==> src/rtl/riscv_v_lmul_sequencer.sv <==
// rtl/riscv_v_lmul_sequencer.sv - vector register-group sequencer between ID and EXE
//
// Purpose: accepts one decoded vector instruction with its LMUL/SEW/vl/vstart
// context and expands it into one micro-op per register of the group. Each
// micro-op carries per-byte write enables. The front end is stalled while the
// group is issued.
//
// Ports:
//   clk, rst               clock, synchronous active-high reset
//   clear_pipe             synchronous flush; abandons any group in flight
//   riscv_stall            freezes the sequencer (outputs, idx, state held)
//   issue_valid            decoded vector instruction present
//   issue_vd/vs1/vs2       base register addresses
//   issue_lmul             vlmul encoding (0..3 -> 1,2,4,8; 4..7 -> 1)
//   issue_sew              element width (0..3 -> 8,16,32,64 bits)
//   issue_vl/issue_vstart  element counts
//   busy                   cannot accept a new instruction
//   uop_valid              micro-op valid
//   uop_vd/vs1/vs2         per-uop register addresses
//   uop_idx                position of the uop inside its group
//   uop_last               final uop of the group
//   uop_byte_en            per-byte write enable
//   illegal                one-cycle pulse on a misaligned register group
module riscv_v_lmul_sequencer #(
  parameter int VLEN       = 128,
  parameter int ADDR_WIDTH = 5,
  parameter int MAX_LMUL   = 8,
  localparam int NUM_BYTES = VLEN / 8,
  localparam int VL_WIDTH  = $clog2(NUM_BYTES * MAX_LMUL) + 1
) (
  input  logic                  clk,
  input  logic                  rst,
  input  logic                  clear_pipe,
  input  logic                  riscv_stall,
  input  logic                  issue_valid,
  input  logic [ADDR_WIDTH-1:0] issue_vd,
  input  logic [ADDR_WIDTH-1:0] issue_vs1,
  input  logic [ADDR_WIDTH-1:0] issue_vs2,
  input  logic [2:0]            issue_lmul,
  input  logic [1:0]            issue_sew,
  input  logic [VL_WIDTH-1:0]   issue_vl,
  input  logic [VL_WIDTH-1:0]   issue_vstart,
  output logic                  busy,
  output logic                  uop_valid,
  output logic [ADDR_WIDTH-1:0] uop_vd,
  output logic [ADDR_WIDTH-1:0] uop_vs1,
  output logic [ADDR_WIDTH-1:0] uop_vs2,
  output logic [2:0]            uop_idx,
  output logic                  uop_last,
  output logic [NUM_BYTES-1:0]  uop_byte_en,
  output logic                  illegal
);

  typedef enum logic {IDLE, SEQ} state_t;

  localparam logic [1:0]            LMUL_LOG2_MAX = 2'($clog2(MAX_LMUL));
  localparam logic [ADDR_WIDTH-1:0] ADDR_ONE      = ADDR_WIDTH'(1);

  state_t                state_q;
  logic [2:0]            idx_q;
  logic [2:0]            gm1_q;      // group size minus one
  logic [1:0]            sew_q;
  logic [VL_WIDTH-1:0]   vl_q;       // effective (clamped) vl
  logic [VL_WIDTH-1:0]   vstart_q;
  logic                  uop_valid_q;
  logic [ADDR_WIDTH-1:0] uop_vd_q;
  logic [ADDR_WIDTH-1:0] uop_vs1_q;
  logic [ADDR_WIDTH-1:0] uop_vs2_q;
  logic                  uop_last_q;
  logic [NUM_BYTES-1:0]  uop_byte_en_q;
  logic                  illegal_q;

  logic [1:0]            lmul_log2_d;
  logic [2:0]            gm1_d;
  logic [VL_WIDTH-1:0]   vlmax_d;
  logic [VL_WIDTH-1:0]   vl_eff_d;
  logic [ADDR_WIDTH-1:0] align_mask_d;
  logic                  misaligned_d;
  logic                  empty_d;
  logic                  accept_d;
  logic [2:0]            idx_d;
  logic [NUM_BYTES-1:0]  be_first_d;
  logic [NUM_BYTES-1:0]  be_next_d;

  // Element index of byte b in register idx is idx*EPR + (b >> sew).
  function automatic logic [NUM_BYTES-1:0] calc_byte_en(
    input logic [2:0]          idx,
    input logic [1:0]          sew,
    input logic [VL_WIDTH-1:0] vl,
    input logic [VL_WIDTH-1:0] vstart
  );
    logic [NUM_BYTES-1:0] en;
    logic [VL_WIDTH-1:0]  epr;
    logic [VL_WIDTH-1:0]  e;
    en  = '0;
    epr = VL_WIDTH'(NUM_BYTES) >> sew;
    for (int b = 0; b < NUM_BYTES; b++) begin
      e     = VL_WIDTH'(VL_WIDTH'(idx) * epr) + (VL_WIDTH'(b) >> sew);
      en[b] = (e >= vstart) && (e < vl);
    end
    return en;
  endfunction

  always_comb begin
    // Fractional LMUL behaves as a single register; also never exceed MAX_LMUL.
    lmul_log2_d = issue_lmul[2] ? 2'd0 : issue_lmul[1:0];
    if (lmul_log2_d > LMUL_LOG2_MAX) lmul_log2_d = LMUL_LOG2_MAX;
    gm1_d        = 3'((4'd1 << lmul_log2_d) - 4'd1);
    vlmax_d      = (VL_WIDTH'(NUM_BYTES) >> issue_sew) << lmul_log2_d;
    vl_eff_d     = (issue_vl < vlmax_d) ? issue_vl : vlmax_d;
    align_mask_d = ADDR_WIDTH'(gm1_d);
    misaligned_d = |((issue_vd | issue_vs1 | issue_vs2) & align_mask_d);
    empty_d      = issue_vstart >= vl_eff_d;
    idx_d        = idx_q + 3'd1;
    be_first_d   = calc_byte_en(3'd0, issue_sew, vl_eff_d, issue_vstart);
    be_next_d    = calc_byte_en(idx_d, sew_q, vl_q, vstart_q);
  end

  // Dropping busy during the last uop lets the next group start without a bubble.
  assign busy     = (state_q == SEQ) && !uop_last_q;
  assign accept_d = issue_valid && !busy && !riscv_stall;

  always_ff @(posedge clk) begin
    if (rst) begin
      state_q       <= IDLE;
      idx_q         <= '0;
      gm1_q         <= '0;
      sew_q         <= '0;
      vl_q          <= '0;
      vstart_q      <= '0;
      uop_valid_q   <= 1'b0;
      uop_vd_q      <= '0;
      uop_vs1_q     <= '0;
      uop_vs2_q     <= '0;
      uop_last_q    <= 1'b0;
      uop_byte_en_q <= '0;
      illegal_q     <= 1'b0;
    end else if (clear_pipe) begin
      state_q     <= IDLE;
      uop_valid_q <= 1'b0;
      uop_last_q  <= 1'b0;
      illegal_q   <= 1'b0;
    end else if (riscv_stall) begin
      // Everything is frozen; illegal stays a single-cycle pulse.
      illegal_q <= 1'b0;
    end else begin
      illegal_q <= 1'b0;
      if (accept_d) begin
        if (misaligned_d) begin
          state_q     <= IDLE;
          uop_valid_q <= 1'b0;
          uop_last_q  <= 1'b0;
          illegal_q   <= 1'b1;
        end else if (empty_d) begin
          state_q     <= IDLE;
          uop_valid_q <= 1'b0;
          uop_last_q  <= 1'b0;
        end else begin
          state_q       <= SEQ;
          idx_q         <= 3'd0;
          gm1_q         <= gm1_d;
          sew_q         <= issue_sew;
          vl_q          <= vl_eff_d;
          vstart_q      <= issue_vstart;
          uop_valid_q   <= 1'b1;
          uop_vd_q      <= issue_vd;
          uop_vs1_q     <= issue_vs1;
          uop_vs2_q     <= issue_vs2;
          uop_last_q    <= (gm1_d == 3'd0);
          uop_byte_en_q <= be_first_d;
        end
      end else if (state_q == SEQ) begin
        if (!uop_last_q) begin
          // Group is aligned, so base + idx never carries out of the group.
          idx_q         <= idx_d;
          uop_vd_q      <= uop_vd_q + ADDR_ONE;
          uop_vs1_q     <= uop_vs1_q + ADDR_ONE;
          uop_vs2_q     <= uop_vs2_q + ADDR_ONE;
          uop_last_q    <= (idx_d == gm1_q);
          uop_byte_en_q <= be_next_d;
        end else begin
          state_q     <= IDLE;
          uop_valid_q <= 1'b0;
          uop_last_q  <= 1'b0;
        end
      end
    end
  end

  assign uop_valid   = uop_valid_q;
  assign uop_vd      = uop_vd_q;
  assign uop_vs1     = uop_vs1_q;
  assign uop_vs2     = uop_vs2_q;
  assign uop_idx     = idx_q;
  assign uop_last    = uop_last_q;
  assign uop_byte_en = uop_byte_en_q;
  assign illegal     = illegal_q;

endmodule

==> config.mk <==
export PLATFORM = sky130hd
export DESIGN_NAME = riscv_v_lmul_sequencer
export DESIGN_NICKNAME = d
export VERILOG_FILES = /design/src/rtl/riscv_v_lmul_sequencer.sv
export SDC_FILE = /design/constraint.sdc
export NUM_CORES = 1
export LEC_CHECK = 0
export CORE_ASPECT_RATIO = 0.7
export CORE_UTILIZATION = 30
export CTS_CLUSTER_DIAMETER = 50
export DETAILED_ROUTE_END_ITERATION = 10
export HOLD_SLACK_MARGIN = 0.02
export PLACE_DENSITY = 0.46
export SYNTH_ARGS = -nofsm -noshare
export SYNTH_HDL_FRONTEND = slang
export SYNTH_SLANG_ARGS = --single-unit
export TNS_END_PERCENT = 1
==> constraint.sdc <==
create_clock -name clk -period 5.81 [get_ports clk]
set_input_delay 0.581 -clock clk [delete_from_list [all_inputs] [get_ports clk]]
set_output_delay 0.581 -clock clk [all_outputs]
set_load 0.02 [all_outputs]
## After elaboration in Yosys (flattened, before gate mapping)

Cells that the tools add are included.

| word-level totals | value |
|---|---|
| bits in registers | 59 |
| bits in latches | 0 |
| RAM bits | 0 |
| memory bits (read-only) | 0 |
| input bits | 41 |
| output and inout bits | 38 |
| logic and storage cells | 240 |
| memories | 0 |

| cells by class | value |
|---|---|
| add/subtract/negate cells | 21 |
| multipliers | 1 |
| div/mod/pow operators | 0 |
| $lt $le $gt $ge | 67 |
| eq/ne operators | 4 |
| shift-type cells | 36 |
| muxes and demuxes | 42 |
| bitwise operators | 8 |
| reductions and logical operators | 48 |

Operators by type and width:

| operator | count |
|---|---|
| $ge 8x8->1 | 33 |
| $lt 8x8->1 | 33 |
| $add 8x8->8 | 16 |
| $shr 4x2->8 const A | 16 |
| $mux 16 | 5 |
| $mux 5 | 15 |
| $shr 3x2->8 const A | 8 |
| $logic_and 1x1->1 | 35 |
| $shr 1x2->8 const A | 4 |
| $shr 2x2->8 const A | 4 |
| $shr 5x2->8 const A | 2 |
| $add 5x1->5 const B | 3 |
| $mux 3 | 5 |
| $mux 1 | 14 |
| $or 5x5->5 | 2 |
| $mul 3x8->8 | 1 |
| $mux 8 | 1 |
| $shl 8x2->8 | 1 |
| $reduce_and 6->1 | 1 |
| $and 5x3->5 | 1 |
| $not 1->1 | 5 |
| $reduce_and 5->1 | 1 |
| $reduce_or 5->1 | 1 |
| $mux 2 | 2 |
| other kinds (14) | 18 |

## Longest topological paths before layout

Gate-level depths: netlist of the first run.

| logic depth | value |
|---|---|
| depth after elaboration | 11 |
| gate-level depth with buffers | 23 |

## Worst setup path after synthesis of the first run

OpenSTA, ideal clock, no wires.

| timing path | value |
|---|---|
| path type | input to register |
| start | input issue_sew[1] |
| end | register uop_byte_en_q[11], in the netlist uop_byte_en[11] |
| setup time | 0.122 ns |
| data arrival time | 4.903 ns |
| path slack | 0.785 ns |
| stages on the path | 20 |
| path buffers | 2 |
| cells stage by stage | inv_1 > ha_1 > clkbuf_1 > inv_1 > o21ai_0 > nand2_1 > a21o_1 > ha_1 > a41o_1 > a21oi_1 > o21ai_0 > a31oi_1 > ha_1 > a21oi_1 > o21a_1 > o211a_2 > o21ai_4 > buf_2 > nor3_1 > a311o_1 |

| on the way | value |
|---|---|
| word-level cells in the longest chain between the ends | 9 |

RTL lines:

| what | line | RTL |
|---|---|---|
| start, declared | 40 | `input logic [1:0] issue_sew,` |
| $shr 5x2->8 | - |  |
| $shl 8x2->8 | 109 | `vlmax_d = (VL_WIDTH'(NUM_BYTES) >> issue_sew) << lmul_log2_d;` |
| $lt 8x8->1 | 110 | `vl_eff_d = (issue_vl < vlmax_d) ? issue_vl : vlmax_d;` |
| $mux 8 | 110 |  |
| $lt 8x8->1 | 99 | `en[b] = (e >= vstart) && (e < vl);` |
| $logic_and 1x1->1 | 99 |  |
| $mux 16 | 154 | `end else if (empty_d) begin` |
| $mux 16 | 149 | `if (misaligned_d) begin` |
| $mux 16 | 148 | `if (accept_d) begin` |
| end signal, assigned | 170 | `uop_byte_en_q <= be_first_d;` |
| end signal, assigned | 180 | `uop_byte_en_q <= be_next_d;` |
| end, declared | 70 | `logic [NUM_BYTES-1:0] uop_byte_en_q;` |

Several ways; a longest one is shown, not always the timed one. The select of a mux whose other input is x is not followed.
A chain may end at the register's enable or synchronous reset.

## Worst setup path after layout of the first run

| timing path | value |
|---|---|
| start | input issue_sew[0] |
| end | register uop_vd_q[2], in the netlist uop_vd[2] |

| on the way | value |
|---|---|
| word-level cells in the longest chain between the ends | 7 |

RTL lines:

| what | line | RTL |
|---|---|---|
| $shr 5x2->8 * | - |  |
| $shl 8x2->8 * | 109 |  |
| $lt 8x8->1 | 110 |  |
| $mux 8 * | 110 |  |
| $ge 8x8->1 * | 113 | `empty_d = issue_vstart >= vl_eff_d;` |
| $ne 2x2->1 (no line) * | - |  |
| $reduce_and 6->1 (no line) * | - |  |
| end signal, assigned | 166 | `uop_vd_q <= issue_vd;` |
| end signal, assigned | 176 | `uop_vd_q <= uop_vd_q + ADDR_ONE;` |
| end, declared | 66 | `logic [ADDR_WIDTH-1:0] uop_vd_q;` |

Every way passes the cells marked *; elsewhere a longest branch is shown, timed or not.

==> impl_results.md, run 1 <==
- Status: finished, violations left
- Failing checks: DRC
- Max_slew headroom: a little under half
- Tmin final: ~5.3 ns
- Largest stage delay on the critical path: around 0.64 ns
- I/O pin total: 79
- Initial antenna violation count: 0
- Finished Cell Area: 0.0106 sq mm
- Final-report max-slew violation count: 0
- Synth area leader: ha_1
- Die footprint: slightly above 0.03 sq mm
- Die Ht: 146 microns
- First-pass GRT wire length: 49.3 mm
- Critical path class: in -> reg
- Final Setup Violations: 0
- Cell row count: 52
- Post-synth cell types: 74
- Top Layer Used: met4
- Post-Synthesis Cell Area: 0.00884 sq mm
- WP data required: 6.08 ns
- Ys Warns: 0
- Final wirelength: ~32 mm
- DRC viols: 1
- Max Freq: 189 MHz
- Cts repair resizes: 0
- CP max-delay cell: clkdlybuf4s50_1
- Vias: 8408
- Root buf cell: clkbuf_16
- Fin Setup TNS: 0 ns
- WL met1: 17.1 mm
- CP delay by family, top: compound AO/OA/AOI/OAI gates
- Max-Cap Viols: 0
- Crit-path cells: clkdlybuf4s50_1 -> ha_1 -> inv_1 -> o21ai_0 -> nand2_1 -> a21o_1 -> ha_1 -> a41o_1 -> a21oi_1 -> o21ai_2 -> mux2_2 -> inv_1 -> ha_1 -> nand2_1 -> o21a_1 -> o211a_2 -> o21ai_4 -> buf_4 -> o21ai_0 -> a21oi_1
- Worst setup SP type: primary input
- Total GRT Usage: 21.3%
- Synth area leaders: ha_1 (30%), dfxtp_1 (13%), a21oi_1 (7.2%), a21o_1 (4.2%), nor2_1 (3.7%)
- Clock sink count: 59
- Final #Nets: 1456
- Worst skew pair latency: 0.34 ns
- Clk pin slew, worst setup/hold paths: roughly 0.06 ns
- Endpoint class of the critical path: flop
- H-tree Lvls: 3
- 1st-pass router iterations: 8
- GPL Wtd Cong: 0.896
- Layout cells sized above 1: 7.36%
- Post-synthesis cell count: 1093
- Post-synth top area share: 30.4%
- Worst Skew: 0.00789 ns
- Post-synth ARST share: 0%
- Hold Fails Final Rpt: 0
- Wire length per cell: between 20 and 25 microns
- # hold bufs at CTS: 0
- Final antenna-violating net count: 0
- CTS tree: yes
- Core ar.: 0.0290 sq mm
- GRT overflow: 0
- Initial DRC count: 595
- Met3 wire length: 1.77 mm
- Via/cell ratio: around 5.3
- Pwr dens: ~130 mW/mm^2
- Crit path buf inv count: 4
- Post-CTS setup buffers: 0
- Most used DFF post-synth: dfxtp_1
- Max Root-Sink Buffers: 2
- Core Util, Final: 36.6%
- Worst vdd ir: 132 uV
- WHS: 0.497 ns
- EDFF count, synth: 0
- Placed inst area: 0.0103 sq mm
- Worst hold path class: reg -> reg
- Area grow syn2layout: 19.7%
- Number of antenna diodes: 0
- Fin crit share: 91.1%
- RSZ-0062 raised after global routing: false
- IO Port Bufs: 78
- Metal2 WL: 12.7 mm
- Register area share after synthesis: 13.4%
- #FFs+latches synth: 59
- Initial core utilization: between 30% and 40%
- Most numerous cell on the critical path: ha_1
- Vias in the first global route: 8263
- Critical path peak fanout: 20
- Die W: 207 microns
- CTS Buf Count: 9
- Largest net degree at the start of global routing: 65
- Syn_nets: 1358
- Post-DP HPWL: roughly 25 mm
- Worst Tran Pin Value: 0.785 ns
- Syn avg cell area: about 8.1 sq um
- Leakage: 4.62 nW
- Crit path DAT: roughly 5.6 ns
[cells in the final DEF, fill, tap and decap left out, types with 4 or more instances in the layout]
cell             synthesis  routed
nor4_1                   7       7
clkbuf_16                0       9
nand2b_1                38      38
inv_1                   56      56
and2_1                   6       6
ha_1                   215     215
o31a_1                   4       4
nand2_1                 71      71
o21bai_1                 5       5
and3_1                   5       5
nor2_1                  86      86
a21o_1                  50      50
o21a_1                  12      12
o31ai_1                  4       4
nor2b_1                 13      13
xnor2_1                 23      23
clkdlybuf4s50_1          0      77
a211oi_1                13      13
nand3b_1                 7       7
a311oi_1                 7       7
a31oi_1                  4       4
a211oi_2                 4       4
and4_1                   8       8
fa_1                     9       9
o32ai_1                  6       6
dfxtp_1                 59      59
nand3_1                 23      23
o211ai_1                 6       6
a21oi_1                128     128
nand4_1                 16      16
o21ai_0                 62      62
a21boi_0                13      13
nor3_1                  11      11
xor2_1                  18      18
mux2i_1                 14      14
buf_4                    2      45
[cells by family (layout without fill, tap and decap cells)]
group	count (synthesis)	after routing	share of synthesized area, %
AO/OA/AOI/OAI	352	352	26.0
XOR/XNOR	42	42	4.24
adder cells (fa/ha/maj)	225	225	32.6
buffers and inverters	93	196	4.37
flip-flops	59	59	13.4
multiplexers	17	17	1.97
AND/OR/NAND/NOR	305	305	17.5
[cell type report]
class | count | area (sq um)
Clock inverter | 4 | 48.8
Clock buffer | 12 | 256
Multi-Input combinational cell | 941 | 7280
Sequential cell | 59 | 1180
Inverter | 56 | 210
Tap cell | 378 | 473
Timing Repair Buffer | 124 | 1130
Fill cell | 3044 | 18400
[power by group]
part	switching [mW]	internal [mW]	total, mW
Combinational	0.229	0.159	0.389
Sequential	0.00364	0.409	0.412
Clock	0.199	0.355	0.553
Total	0.431	0.923	1.35
[cell usage after synthesis (6+ instances only)]
cell type    n
nand3b_1     7
o211ai_1     6
o21ai_0     62
buf_2        6
xor2_1      18
ha_1       215
nor2_1      86
clkbuf_1    26
nor4_1       7
o32ai_1      6
nor3_1      11
nand4_1     16
a21oi_1    128
and4_1       8
a211oi_1    13
and2_1       6
nand2b_1    38
mux2i_1     14
a21boi_0    13
a311oi_1     7
inv_1       56
xnor2_1     23
dfxtp_1     59
nand3_1     23
nand2_1     71
nor2b_1     13
o21a_1      12
fa_1         9
a21o_1      50
[worst paths after layout]
check / from / to / slack [ns] / cells past startpoint
setup / recovery: issue_sew[0] / uop_vd[2]$_SDFFE_PP0P_ / 0.52 / 20
hold / removal: uop_vs2[4]$_SDFFE_PP0P_ / uop_vs2[4]$_SDFFE_PP0P_ / 0.50 / 2
setup reg to reg: sew_q[1]$_SDFFE_PP0P_ / uop_byte_en[11]$_SDFFE_PP0P_ / 0.77 / 17
hold reg to reg: uop_vs2[4]$_SDFFE_PP0P_ / uop_vs2[4]$_SDFFE_PP0P_ / 0.50 / 2
[stage by stage]
step / setup slack, ns / instances / power, mW
after floorplan: 0.785 / 1093 / 0.665
after global placement: 0.280 / 1558 / 0.805
after detailed placement: 0.263 / 1558 / 0.803
after CTS: 0.606 / 1574 / 1.36
after global routing: 0.166 / 1574 / 1.43
final: 0.515 / 1574 / 1.35
[registers in the layout (all words and copies together), names as in the netlist]
register / flops
gm1_q: 3
illegal: 1
sew_q: 2
state_q: 1
uop_byte_en: 16
uop_idx: 3
uop_last: 1
uop_valid: 1
uop_vd: 5
uop_vs1: 5
uop_vs2: 5
vl_q: 8
vstart_q: 8
[metal layers]
layer | global-route usage, % | vias to the layer above
li1 | - | 4222
met1 | 33.1 | 3961
met2 | 31.1 | 203
met3 | 3.34 | 22
met4 | 2.91 | 0
met5 | 0 | -
[tightest hold or removal path: cells and delay by family, from the launching register on]
| family | cells | cell delay, ns |
|---|---|---|
| compound gates | 1 | 0.06 |
| flops | 1 | 0.32 |
| simple gates | 1 | 0.07 |
Note: power is estimated with default switching activity, not from simulation.
==> run 2, diff against run 1 <==
CORE_UTILIZATION = 45   (was 30)
PLACE_DENSITY = 0.64   (was 0.46)
RECOVER_POWER = 50   (was not set)
==> impl_results.md, run 2 (synthesis gave the netlist of run 1 again) <==
- Worst r2r src: uop_idx[0]$_SDFFE_PP0P_
- Fillers: 1808
- Cell row count: 42
- Largest stage delay on the critical path: 0.64 ns
- R2r endpoint: uop_byte_en[5]$_SDFFE_PP0P_
- Post-DP HPWL: 22.5 mm
- Final wirelength: 28.5 mm
- Total GRT Usage: between 20% and 30%
- Commonest non-fill, non-tap cells in the layout: ha_1 (215), a21oi_1 (128), nor2_1 (86), nand2_1 (71), o21ai_0 (62)
- Endpoint class of the critical path: flop
- DRC viols: 0
- Placed inst area: 0.0100 sq mm
- IO Port Bufs: 78
- Max Root-Sink Buffers: 2
- H-tree Lvls: 3
- Via/cell ratio: 5.92
- Most common cell after layout, fill and taps aside: ha_1
- Vias in the first global route: between 7000 and 8000
- Clock power frac: 42.6%
- GPL Wtd Cong: approximately 0.9
- Number of antenna diodes: 0
- Max Freq: 187 MHz
- CP max-delay cell: dfxtp_1
- Final #Nets: 1444
- Vias: about 8600
- Cts repair resizes: 0
- Hold EP: uop_valid$_SDFFE_PP0P_
- Final antenna-violating net count: 0
- RSZ-0062 raised after global routing: false
- Largest net degree at the start of global routing: 66
- Status: finished, final reports clean
- Worst setup SP type: flop
- Comb power frac: between 20% and 30%
- Worst vdd ir: 116 uV
- Pint: 0.943 mW
- Layout cells sized above 1: 6.42%
- Pwr dens: approximately 130 mW/mm^2
- Switching power: between 0.4 and 0.5 mW
- Initial antenna violation count: 0
- Core Util, Final: a little over half
- FF+latch area: between 0.001 and 0.0015 sq mm
- Hold Fails Final Rpt: 0
- Final-report max-slew violation count: 0
- Root buf cell: clkbuf_16
- Fin Setup TNS: 0 ns
- Worst hold path class: reg -> reg
- Worst Skew: 0.00979 ns
- Wire length per cell: 19.7 microns
- Worst skew pair latency: 0.33 ns
- Worst Tran Pin Value: 0.844 ns
- R2R setup slack: 0.46 ns
- Critical path class: reg -> reg
- I/O pin total: 79
- Crit-path cells: ha_1 -> xor2_1 -> buf_4 -> and2_1 -> fa_1 -> ha_1 -> fa_1 -> xor2_1 -> buf_4 -> nand2_1 -> nor2_1 -> xor2_1 -> ha_1 -> nand4_1 -> nor2_1 -> a2111oi_0 -> o211ai_1 -> mux2_2 -> o31ai_1
- Final Non-Filler Cells: 1448
- # hold bufs at CTS: 0
- Tmin final: 5.35 ns
- FF-to-FF path depth: 19
- Clock sink count: slightly below 60
- Multi-input gate area: 0.00727 sq mm
- Core ar.: about 0.019 sq mm
- Post-CTS setup buffers: 0
- Die W: 170 microns
- Max-Cap Viols: 0
- Placed cell count: 1432
- Sequential share of power: 29.6%
- Switching Share: 32.2%
- GRT overflow: 0
- 1st-pass router iterations: 5
- First-pass GRT wire length: 44.4 mm
- Max_slew headroom: 43.6%
- WP data required: around 6 ns
- Crit path DAT: 5.59 ns
- Fin crit share: 92.0%
- Hold Crit Start: uop_valid$_SDFFE_PP0P_
- WHS: 0.492 ns
- Critical path peak fanout: 10
- Clk pin slew, worst setup/hold paths: around 0.060 ns
- Leakage: 4.69 nW
- Initial core utilization: 46.4%
- Die footprint: 0.0202 sq mm
- Area grow syn2layout: 17.0%
- CTS tree: yes
- Die Ht: between 100 and 150 microns
- CTS Buf Count: 9
- Max reg flops: 16
- Hold depth: 2
- Final Setup Violations: 0
- Initial DRC count: 1017
- Finished Cell Area: 0.0103 sq mm
-- run 2: cell count changes in the layout (fill, tap and decap cells not counted) --
cell             change
clkbuf_8             -2
dlygate4sd3_1       +40
nor3_4               -1
clkinv_4             +2
clkdlybuf4s50_1     -40
inv_6                +1
clkinv_2             -1
buf_4               -11
clkbuf_1             -1
nor3_1               +1
buf_12               -1
bufinv_16            +1
-- run 2: layer usage --
layer / global-route usage (%) / up-vias / share of wire (%)
li1: - / 4202 / -
met1: 45.4 / 3954 / 51
met2: 37.9 / 388 / 38
met3: 6.78 / 26 / 10
met4: 4.34 / 0 / 1.0
met5: 0 / - / 0
-- run 2: layout make-up --
| type | instances | share of cell area [%] |
|---|---|---|
| Multi-Input combinational cell | 941 | 70.3 |
| Tap cell | 264 | 3.19 |
| Inverter | 56 | 2.03 |
| Clock buffer | 9 | 2.18 |
| Sequential cell | 59 | 11.4 |
| Clock inverter | 7 | 0.967 |
| Timing Repair Buffer | 112 | 9.96 |
-- run 2: worst max-delay path: cells and delay by family, from the launching register on --
family | cells | cell delay [ns]
fa+ha+maj | 5 | 1.69
compound gates | 3 | 0.95
simple gates | 5 | 0.64
flops | 1 | 0.64
xor+xnor | 3 | 0.55
buf+inv | 2 | 0.44
mux | 1 | 0.35
-- run 2: worst max-delay path by stage --
stage,start,endpoint,slack (ns),cells past startpoint
4_1_cts,uop_idx[0]$_SDFFE_PP0P_,uop_byte_en[5]$_SDFFE_PP0P_,0.58,19
5_1_grt,issue_sew[1],uop_byte_en[1]$_SDFFE_PP0P_,0.13,20
2_1_floorplan,issue_sew[1],uop_byte_en[11]$_SDFFE_PP0P_,0.79,20
3_3_place_gp,issue_sew[0],uop_vs2[2]$_SDFFE_PP0P_,0.45,21
3_5_place_dp,issue_sew[0],uop_vd[2]$_SDFFE_PP0P_,0.29,21
6_report,uop_idx[0]$_SDFFE_PP0P_,uop_byte_en[5]$_SDFFE_PP0P_,0.46,19
-- run 2: through the flow --
step                setup slack [ns]  power [mW]
floorplan                      0.785       0.665
global placement               0.453       0.796
detailed placement             0.291       0.798
CTS                            0.577        1.39
global route                   0.130        1.45
finish                         0.465        1.39
-- run 2: power groups by stage --
| stage | combinational (mW) | sequential [mW] | clock (mW) |
|---|---|---|---|
| global placement | 0.375 | 0.421 | 0 |
| global route | 0.424 | 0.412 | 0.618 |
| CTS | 0.380 | 0.412 | 0.596 |
| detailed placement | 0.377 | 0.421 | 0 |
| finish | 0.386 | 0.412 | 0.593 |
| floorplan | 0.242 | 0.422 | 0 |
==> run 3, diff against run 2 <==
CORE_MARGIN = 5   (was not set)
CORE_UTILIZATION = 60   (was 45)
PLACE_DENSITY = 0.82   (was 0.64)
==> impl_results.md, run 3 (synthesis gave the netlist of run 1 again) <==
- Max-Cap Viols: 0
- CTS Buf Count: 9
- GRT overflow: 0
- R2r endpoint: uop_byte_en[2]$_SDFFE_PP0P_
- Vias: between 8000 and 9000
- Crit path DAT: 5.70 ns
- Max reg flops: 16
- Die footprint: 0.0173 sq mm
- Pint: approximately 1 mW
- Pwr dens: between 100 and 150 mW/mm^2
- Cell row count: 37
- Comb power frac: 27.0%
- Status: finished, final reports clean
- Die Ht: 112 microns
- Pwr Total: 1.44 mW
- WHS: 0.472 ns
- Initial DRC count: 977
- 1st-pass router iterations: 5
- Worst vdd ir: 147 uV
- Worst Skew: 0.00549 ns
- RSZ-0062 raised after global routing: false
- Final-report max-slew violation count: 0
- Final #Nets: approximately 1400
- DRC viols: 0
- I/O pin total: 79
- IO Port Bufs: between 70 and 80
- Total GRT Usage: 31.6%
- CTS tree: yes
- Root buf cell: clkbuf_16
- # hold bufs at CTS: 0
- Final wirelength: 28.0 mm
- Final antenna-violating net count: 0
- Switching Share: a little under a third
- Critical path class: in -> reg
- Via/cell ratio: 6.46
- Vias in the first global route: ~8400
- Fin Setup TNS: 0 ns
- GPL Wtd Cong: slightly above 1
- Layout cells sized above 1: 6.18%
- Wire length per cell: 20.4 microns
- Clk pin slew, worst setup/hold paths: 0.06 ns
- WP data required: ~6.0 ns
- Clock sink count: 59
- Leakage: 4.69 nW
- Post-DP HPWL: 21.9 mm
- Max Freq: ~180 MHz
- Critical path startpoint: issue_sew[1]
- Core ar.: 0.0146 sq mm
- Area grow syn2layout: 16.2%
- Worst setup SP type: primary input
- Clock power frac: 44.4%
- Endpoint class of the critical path: flop
- Worst Tran Pin Value: 1.29 ns
- Worst r2r src: uop_idx[0]$_SDFFE_PP0P_
- Worst skew pair latency: 0.34 ns
- Final Setup Violations: 0
- Crit path to: uop_vs1[2]$_SDFFE_PP0P_
- First-pass GRT wire length: 44.0 mm
- Hold Fails Final Rpt: 0
- Max Root-Sink Buffers: 2
- R2R setup slack: 0.52 ns
- H-tree Lvls: 3
- Tmin final: ~5.5 ns
- Finished Cell Area: 0.0103 sq mm
- Placed inst area: 0.00993 sq mm
- Largest net degree at the start of global routing: 66
- Most common cell after layout, fill and taps aside: ha_1
- Switching power: 0.444 mW
- Sequential share of power: 28.6%
- Max_slew headroom: between 10% and 20%
- Initial antenna violation count: 0
- Fin crit share: 94.9%
- Fillers: approximately 1200
- Commonest non-fill, non-tap cells in the layout: ha_1 (215), a21oi_1 (128), nor2_1 (86), nand2_1 (71), o21ai_0 (62)
- Die W: roughly 160 microns
- FF-to-FF path depth: 17
- Initial core utilization: about three fifths
- Critical path peak fanout: 20
- Worst hold path class: reg -> reg
- Core Util, Final: between 70% and 80%
- Number of antenna diodes: 0
==> run 3: stage by stage <==
| stage | setup WS [ns] | cells |
|---|---|---|
| finish | 0.297 | 1376 |
| CTS | 0.338 | 1376 |
| global placement | 0.257 | 1360 |
| global route | 0.0258 | 1376 |
| detailed placement | 0.0482 | 1360 |
| floorplan | 0.785 | 1093 |
==> run 3: layer usage <==
| layer | vias up | track usage (%) | routed length [microns] |
|---|---|---|---|
| li1 | 4191 | - | - |
| met1 | 4123 | 45.3 | 12200 |
| met2 | 519 | 45.8 | 11600 |
| met3 | 55 | 9.91 | 3740 |
| met4 | 0 | 8.18 | 527 |
| met5 | - | 0 | 0 |
==> run 3: final cells by class <==
type	instances	area, sq um	area share (%)
Multi-Input combinational cell	941	7280	70.9
Clock buffer	10	239	2.33
Sequential cell	59	1180	11.5
Clock inverter	6	111	1.08
Timing Repair Buffer	109	1000	9.78
Inverter	56	210	2.05
Tap cell	195	244	2.37
==> run 3: worst min-delay path by stage <==
stage | end | startpoint | slack (ns) | cells after the start
finish | uop_idx[1]$_SDFFE_PP0P_ | uop_idx[1]$_SDFFE_PP0P_ | 0.47 | 2
detailed placement | uop_idx[1]$_SDFFE_PP0P_ | uop_idx[1]$_SDFFE_PP0P_ | 0.47 | 2
floorplan | gm1_q[2]$_SDFFE_PP0P_ | gm1_q[2]$_SDFFE_PP0P_ | 0.46 | 2
global route | uop_idx[1]$_SDFFE_PP0P_ | uop_idx[1]$_SDFFE_PP0P_ | 0.51 | 2
CTS | uop_idx[1]$_SDFFE_PP0P_ | uop_idx[1]$_SDFFE_PP0P_ | 0.47 | 2
global placement | uop_idx[1]$_SDFFE_PP0P_ | uop_idx[1]$_SDFFE_PP0P_ | 0.47 | 2
==> run 3: timing repair <==
item                       4_1_cts  5_1_grt
setup buffers                    0        0
resized for setup                0        2
hold endpoints to repair         0        0
setup endpoints to repair        0       11
==> run 3: worst max-delay path: stages <==
cell             delay [ns]
clkdlybuf4s50_1        0.52
inv_1                  0.30
ha_1                   0.23
inv_1                  0.14
o21ai_0                0.20
nand2_1                0.07
a21o_1                 0.21
ha_1                   0.29
and4_1                 0.18
o21ai_1                0.23
o21a_1                 0.33
clkbuf_1               0.21
a21oi_1                0.13
ha_1                   0.31
a21oi_1                0.18
nor2b_1                0.07
o21ai_1                0.30
o211a_4                0.36
o21ai_4                0.21
buf_4                  0.35
o21ai_0                0.18
a21oi_1                0.09
==> run 3: power by group through the flow <==
| stage | combinational (mW) | clock [mW] | sequential, mW |
|---|---|---|---|
| floorplan | 0.242 | 0 | 0.422 |
| global placement | 0.365 | 0 | 0.421 |
| detailed placement | 0.375 | 0 | 0.421 |
| CTS | 0.378 | 0.638 | 0.412 |
| global route | 0.424 | 0.664 | 0.412 |
| finish | 0.389 | 0.640 | 0.412 |
